$ cat config.mk
export PLATFORM = sky130hd
export DESIGN_NAME = axi_rd_arbiter
export DESIGN_NICKNAME = d
export VERILOG_FILES = /design/src/rtl/axi_rd_arbiter.sv
export SDC_FILE = /design/constraint.sdc
export NUM_CORES = 1
export LEC_CHECK = 0
export ABC_CLOCK_PERIOD_IN_PS = 4300
export CAP_MARGIN = 0
export CORE_AREA = 2 2 137 139
export CTS_BUF_LIST = sky130_fd_sc_hd__clkbuf_4 sky130_fd_sc_hd__clkbuf_8
export DETAILED_ROUTE_END_ITERATION = 6
export DIE_AREA = 0 0 139 141
export MAX_ROUTING_LAYER = met4
export PLACE_DENSITY = 0.64
export SYNTH_ARGS = -nofsm -noshare
export SYNTH_HDL_FRONTEND = slang
export SYNTH_SLANG_ARGS = --single-unit
$ cat constraint.sdc
create_clock -name aclk -period 4.3 [get_ports aclk]
set_input_delay 0.86 -clock aclk [delete_from_list [all_inputs] [get_ports aclk]]
set_output_delay 0.86 -clock aclk [all_outputs]
set_load 0.05 [all_outputs]
$ cat src/rtl/axi_rd_arbiter.sv
// rtl/axi_rd_arbiter.sv - N-master AXI read-port arbiter with per-rid return routing
// Optional AXI_RD_ARB_PRIO0_EN: master 0 wins whenever eligible, others round-robin.
module axi_rd_arbiter #(
   parameter int N_MST  = 3,
   parameter int ADDR_W = 32,
   parameter int DATA_W = 32
) (
   input  logic                      aclk,
   input  logic                      areset,
   input  logic [N_MST*ADDR_W-1:0]   m_araddr,
   input  logic [N_MST*8-1:0]        m_arlen,
   input  logic [N_MST*3-1:0]        m_arsize,
   input  logic [N_MST*2-1:0]        m_arburst,
   input  logic [N_MST-1:0]          m_arvalid,
   output logic [N_MST-1:0]          m_arready,
   output logic [N_MST*DATA_W-1:0]   m_rdata,
   output logic [N_MST*2-1:0]        m_rresp,
   output logic [N_MST-1:0]          m_rlast,
   output logic [N_MST-1:0]          m_rvalid,
   input  logic [N_MST-1:0]          m_rready,
   output logic [3:0]                arid,
   output logic [ADDR_W-1:0]         araddr,
   output logic [7:0]                arlen,
   output logic [2:0]                arsize,
   output logic [1:0]                arburst,
   output logic [1:0]                arlock,
   output logic [3:0]                arcache,
   output logic [2:0]                arprot,
   output logic                      arvalid,
   input  logic                      arready,
   input  logic [3:0]                rid,
   input  logic [DATA_W-1:0]         rdata,
   input  logic [1:0]                rresp,
   input  logic                      rlast,
   input  logic                      rvalid,
   output logic                      rready,
   output logic                      err_badid
);

   localparam int GW = (N_MST > 1) ? $clog2(N_MST) : 1;

   typedef enum logic {IDLE, HOLD} state_t;

   state_t            state;
   logic [GW-1:0]     last_grant;
   logic [GW-1:0]     winner;
   logic [GW-1:0]     cand;
   logic [GW-1:0]     rsel;
   logic [N_MST-1:0]  outstanding;
   logic [N_MST-1:0]  elig;
   logic [N_MST-1:0]  grant_oh;
   logic [N_MST-1:0]  set_vec;
   logic [N_MST-1:0]  clr_vec;
   logic              found;
   logic              bad_id;
   logic              r_done;

   assign elig = m_arvalid & ~outstanding;

   // Rotating search starting just after the previous winner.
   always_comb begin
      found  = 1'b0;
      winner = '0;
      cand   = '0;
      for (int k = 0; k < N_MST; k++) begin
         cand = GW'((int'(last_grant) + 1 + k) % N_MST);
         if (!found && elig[cand]) begin
            found  = 1'b1;
            winner = cand;
         end
      end
`ifdef AXI_RD_ARB_PRIO0_EN
      if (elig[0]) begin
         found  = 1'b1;
         winner = '0;
      end
`endif
   end

   assign grant_oh  = found ? (N_MST'(1) << winner) : '0;
   assign m_arready = (state == IDLE && !areset) ? grant_oh : '0;
   assign set_vec   = (state == IDLE) ? grant_oh : '0;

   assign arlock  = 2'b00;
   assign arcache = 4'b0000;
   assign arprot  = 3'b000;

   assign bad_id = (rid >= 4'(N_MST));
   assign rsel   = rid[GW-1:0];

   // Unknown ids are swallowed so the slave never stalls on them.
   always_comb begin
      m_rvalid = '0;
      m_rlast  = '0;
      rready   = 1'b1;
      m_rdata  = {N_MST{rdata}};
      m_rresp  = {N_MST{rresp}};
      if (!bad_id) begin
         m_rvalid[rsel] = rvalid;
         m_rlast[rsel]  = rlast;
         rready         = m_rready[rsel];
      end
   end

   assign r_done  = rvalid & rready & rlast & ~bad_id;
   assign clr_vec = r_done ? (N_MST'(1) << rsel) : '0;

   always_ff @(posedge aclk) begin
      if (areset) begin
         state       <= IDLE;
         arvalid     <= 1'b0;
         outstanding <= '0;
         last_grant  <= GW'(N_MST - 1);
         err_badid   <= 1'b0;
         arid        <= '0;
         araddr      <= '0;
         arlen       <= '0;
         arsize      <= '0;
         arburst     <= '0;
      end else begin
         outstanding <= (outstanding & ~clr_vec) | set_vec;
         if (rvalid && bad_id)
            err_badid <= 1'b1;
         case (state)
            IDLE: begin
               if (found) begin
                  arid       <= 4'(winner);
                  araddr     <= m_araddr[winner*ADDR_W +: ADDR_W];
                  arlen      <= m_arlen[winner*8 +: 8];
                  arsize     <= m_arsize[winner*3 +: 3];
                  arburst    <= m_arburst[winner*2 +: 2];
                  last_grant <= winner;
                  arvalid    <= 1'b1;
                  state      <= HOLD;
               end
            end
            HOLD: begin
               if (arready) begin
                  arvalid <= 1'b0;
                  state   <= IDLE;
               end
            end
            default: state <= IDLE;
         endcase
      end
   end

endmodule
==> summary.txt <==
Status
  • Status: finished, final reports clean

Clock network
  • CTS Buf Count: 5
  • Clock latency on the worst-skew pair: 0.34 ns
  • Gates resized, CTS repair: 0
  • Hold buffer count at cts: 0
  • CTS max path bufs: 2
  • CTS Root Cell: clkbuf_8
  • Post-CTS Setup Inserts: 0
  • CTS clk-pin slew, worst paths: 0.11 ns
  • CTS tree: done
  • Clock sinks: 54
  • H-tree depth: 2

STA
  • Setup TNS: 0 ns
  • Fin. max-slew vios: 0
  • Final setup viols: 0
  • Max Fclk: 254 MHz
  • Slew @ Worst Pin: 0.790 ns
  • Rel. slew slack: 47.3%
  • Final Hold Fails: 0
  • Final Skew: 0.00972 ns
  • RSZ-0062 raised after global routing: no
  • Period minus WS final: 3.93 ns
  • Final period util: 91.5%

Critical path
  • Worst r2r src: last_grant[0]$_SDFFE_PP0P_
  • CP Launch Type: primary input
  • CP Max Fanout: 3
  • Critical path origin: m_arvalid[0]
  • Kind of critical path: primary input to primary output
  • CP Data Arrival Time: 3.07 ns
  • Reg2reg path depth: 9
  • Required @ worst endpoint: 3.44 ns
  • Crit end category: primary output

Cells and area
  • FF+latch area: 0.00108 sq mm
  • Layout cells sized above 1: 15.6%
  • Area of the multi-input gates: 0.00200 sq mm
  • Post-route cell area: 0.00568 sq mm
  • Antenna cell count: 0
  • Fillers: 1954
  • Final #Nets: 738
  • Area Overhead vs Synth: 38.7%
  • Fin util: 31.1%

Placement
  • Placement Cell Area: 0.00555 sq mm
  • IO Port Bufs: 208
  • HPWL after DPL: 9740 microns
  • Routability cong.: 0.757

Run
  • # Max-Cap Violations: 0

Drt
  • DRC: 0
  • Post-DR wirelength/cell: 17.5 microns
  • Final WL: 13700 microns
  • DR iter-0 viols: 156
  • Number of vias per cell: 4.67
  • 1st-pass router iterations: 4
  • DR vias: 3663
  • ANT nets after route: 0

Power and ir drop
  • Leak: 2.05 nW
  • NetSw: 2.51 mW
  • Sequential power share: 17.6%
  • VDD IR max: 0.797 mV
  • Clk pwr share: 9.4%
  • Pwr Total: 4.62 mW
  • Sw Ratio: 54.3%
  • Comb pwr share: 73.1%
  • Cell Pwr Density: 813 mW/mm^2
  • Internal power: 2.11 mW

Floorplanning
  • Initial Util: 22.4%
  • Die X: 139 microns
  • Row cnt: 50
  • I/O Pins: 356
  • Die Y: 141 microns
  • Die area: 0.0196 sq mm
  • Core region area: 0.0183 sq mm

Global route
  • GR Overflow Total: 0
  • Tot GR Track Use: 14.0%
  • Number of global-route vias before repair: 3663
  • Largest net degree at the start of global routing: 48
  • First-pass GRT wire length: 20900 microns
  • Initial antenna violation count: 0

Min path
  • Hold Crit Class: flop to flop
  • Hold path depth: 2
  • Worst Hold Launch: arvalid$_SDFFE_PP0P_

Synth
  • Seq/Total Area, Yosys: 26.4%
  • Ys Warns: 0
  • Number of synthesized flops with an enable pin: 0
  • Synth unique cells: 39
  • Synth Register Bits: 54
  • Synth Cell Area: 0.00410 sq mm
  • Syn Area/Cell: 8.80 sq um
  • Ys flop type: dfxtp_1
  • Syn Inst Count: 466
  • Fraction of registers with async set/reset: 0%
-- final cells by class --
cell class / instances / share of cell area, %
Timing Repair Buffer: 218 / 37.8
Multi-Input combinational cell: 264 / 35.1
Sequential cell: 54 / 19.0
Tap cell: 234 / 5.15
Clock buffer: 5 / 1.21
Clock inverter: 3 / 1.21
Inverter: 7 / 0.462
-- worst max-delay path, cell delays in order --
cell	delay (ns)
clkdlybuf4s50_1	0.51
nor4b_1	0.44
nor2_1	0.16
nand4_2	0.18
mux2_4	0.33
nor4_2	0.39
buf_12	0.19
-- cell families after synthesis --
logic type      after synthesis  share of synthesized area [%]
fa+ha+maj                     4                           1.22
other cells                   1                         0.0915
flops                        54                           26.4
buf+inv                     158                           26.8
mux                           3                          0.855
compound gates              112                           28.6
simple gates                134                           16.1
-- power by group through the flow --
stage / clock (mW) / sequential (mW) / combinational, mW
2_1_floorplan: 0 / 1.37 / 2.18
3_3_place_gp: 0 / 0.819 / 3.39
4_1_cts: 0.458 / 0.812 / 3.42
3_5_place_dp: 0 / 0.823 / 3.41
5_1_grt: 0.477 / 0.837 / 3.64
6_report: 0.434 / 0.811 / 3.37
-- path summary, 6_finish.rpt --
kind	slack [ns]	endpoint
worst max-delay path	0.37	m_arready[0]
worst min-delay path	0.49	arvalid$_SDFFE_PP0P_
worst max register to register	0.91	araddr[17]$_SDFFE_PP0P_
worst min register to register	0.49	arvalid$_SDFFE_PP0P_
-- metrics by stage --
step | std cells | hold WS [ns] | worst slack (ns)
5_1_grt | 785 | 0.515 | 0.0866
6_report | 785 | 0.485 | 0.367
2_1_floorplan | 476 | 0.467 | 0.299
3_5_place_dp | 777 | 0.467 | 0.368
3_3_place_gp | 777 | 0.452 | 0.388
4_1_cts | 785 | 0.487 | 0.357
-- Yosys cell counts (2+ instances only) --
library cell	number	area, sq um
buf_4	119	893
dfxtp_1	54	1080
nor2_1	52	195
nand3_1	49	245
a221oi_2	30	450
a211oi_1	27	203
a211oi_2	20	250
buf_2	16	80.1
a221oi_1	15	131
clkbuf_1	11	41.3
a21oi_1	7	35.0
inv_1	7	26.3
nand2_1	7	26.3
and3_1	5	31.3
buf_6	5	56.3
nor3_1	5	25.0
ha_1	4	50.1
o21ai_0	4	20.0
nor4b_1	3	26.3
mux2i_1	2	20.0
nand2b_1	2	12.5
nand4_1	2	12.5
nor2b_1	2	12.5
nor4bb_1	2	20.0
o21bai_1	2	15.0
-- per-layer routing --
layer	part of all wire (%)	vias to the layer above	global-route usage (%)
met2	47	184	22.5
met1	42	1691	16.2
met5	0	-	-
li1	-	1749	-
met3	8.3	39	4.42
met4	3.2	0	6.06
-- state kept, by name, indices dropped and copies added, names as in the netlist --
signal	cells
araddr	32
arburst	2
arid	1
arlen	8
arsize	3
arvalid	1
err_badid	1
last_grant	2
outstanding	3
state	1
-- placed cells by master, fill, tap and decap left out, types with 2 or more instances in the layout --
cell type          n
a211oi_2          20
a211oi_1          27
nor2b_1            2
inv_1              7
nor3_1             5
buf_4             15
nor4bb_1           2
clkdlybuf4s50_1  201
ha_1               4
a221oi_1          15
o21ai_0            4
conb_1            11
nand2_1            7
nor2_1            52
and3_1             5
nand3_1           49
clkbuf_8           5
dfxtp_1           54
a21oi_1            7
a221oi_2          30
nand4_1            2
nor4b_1            3
nand2b_1           2
bufinv_16          2
(Power assumes the default switching activity.)
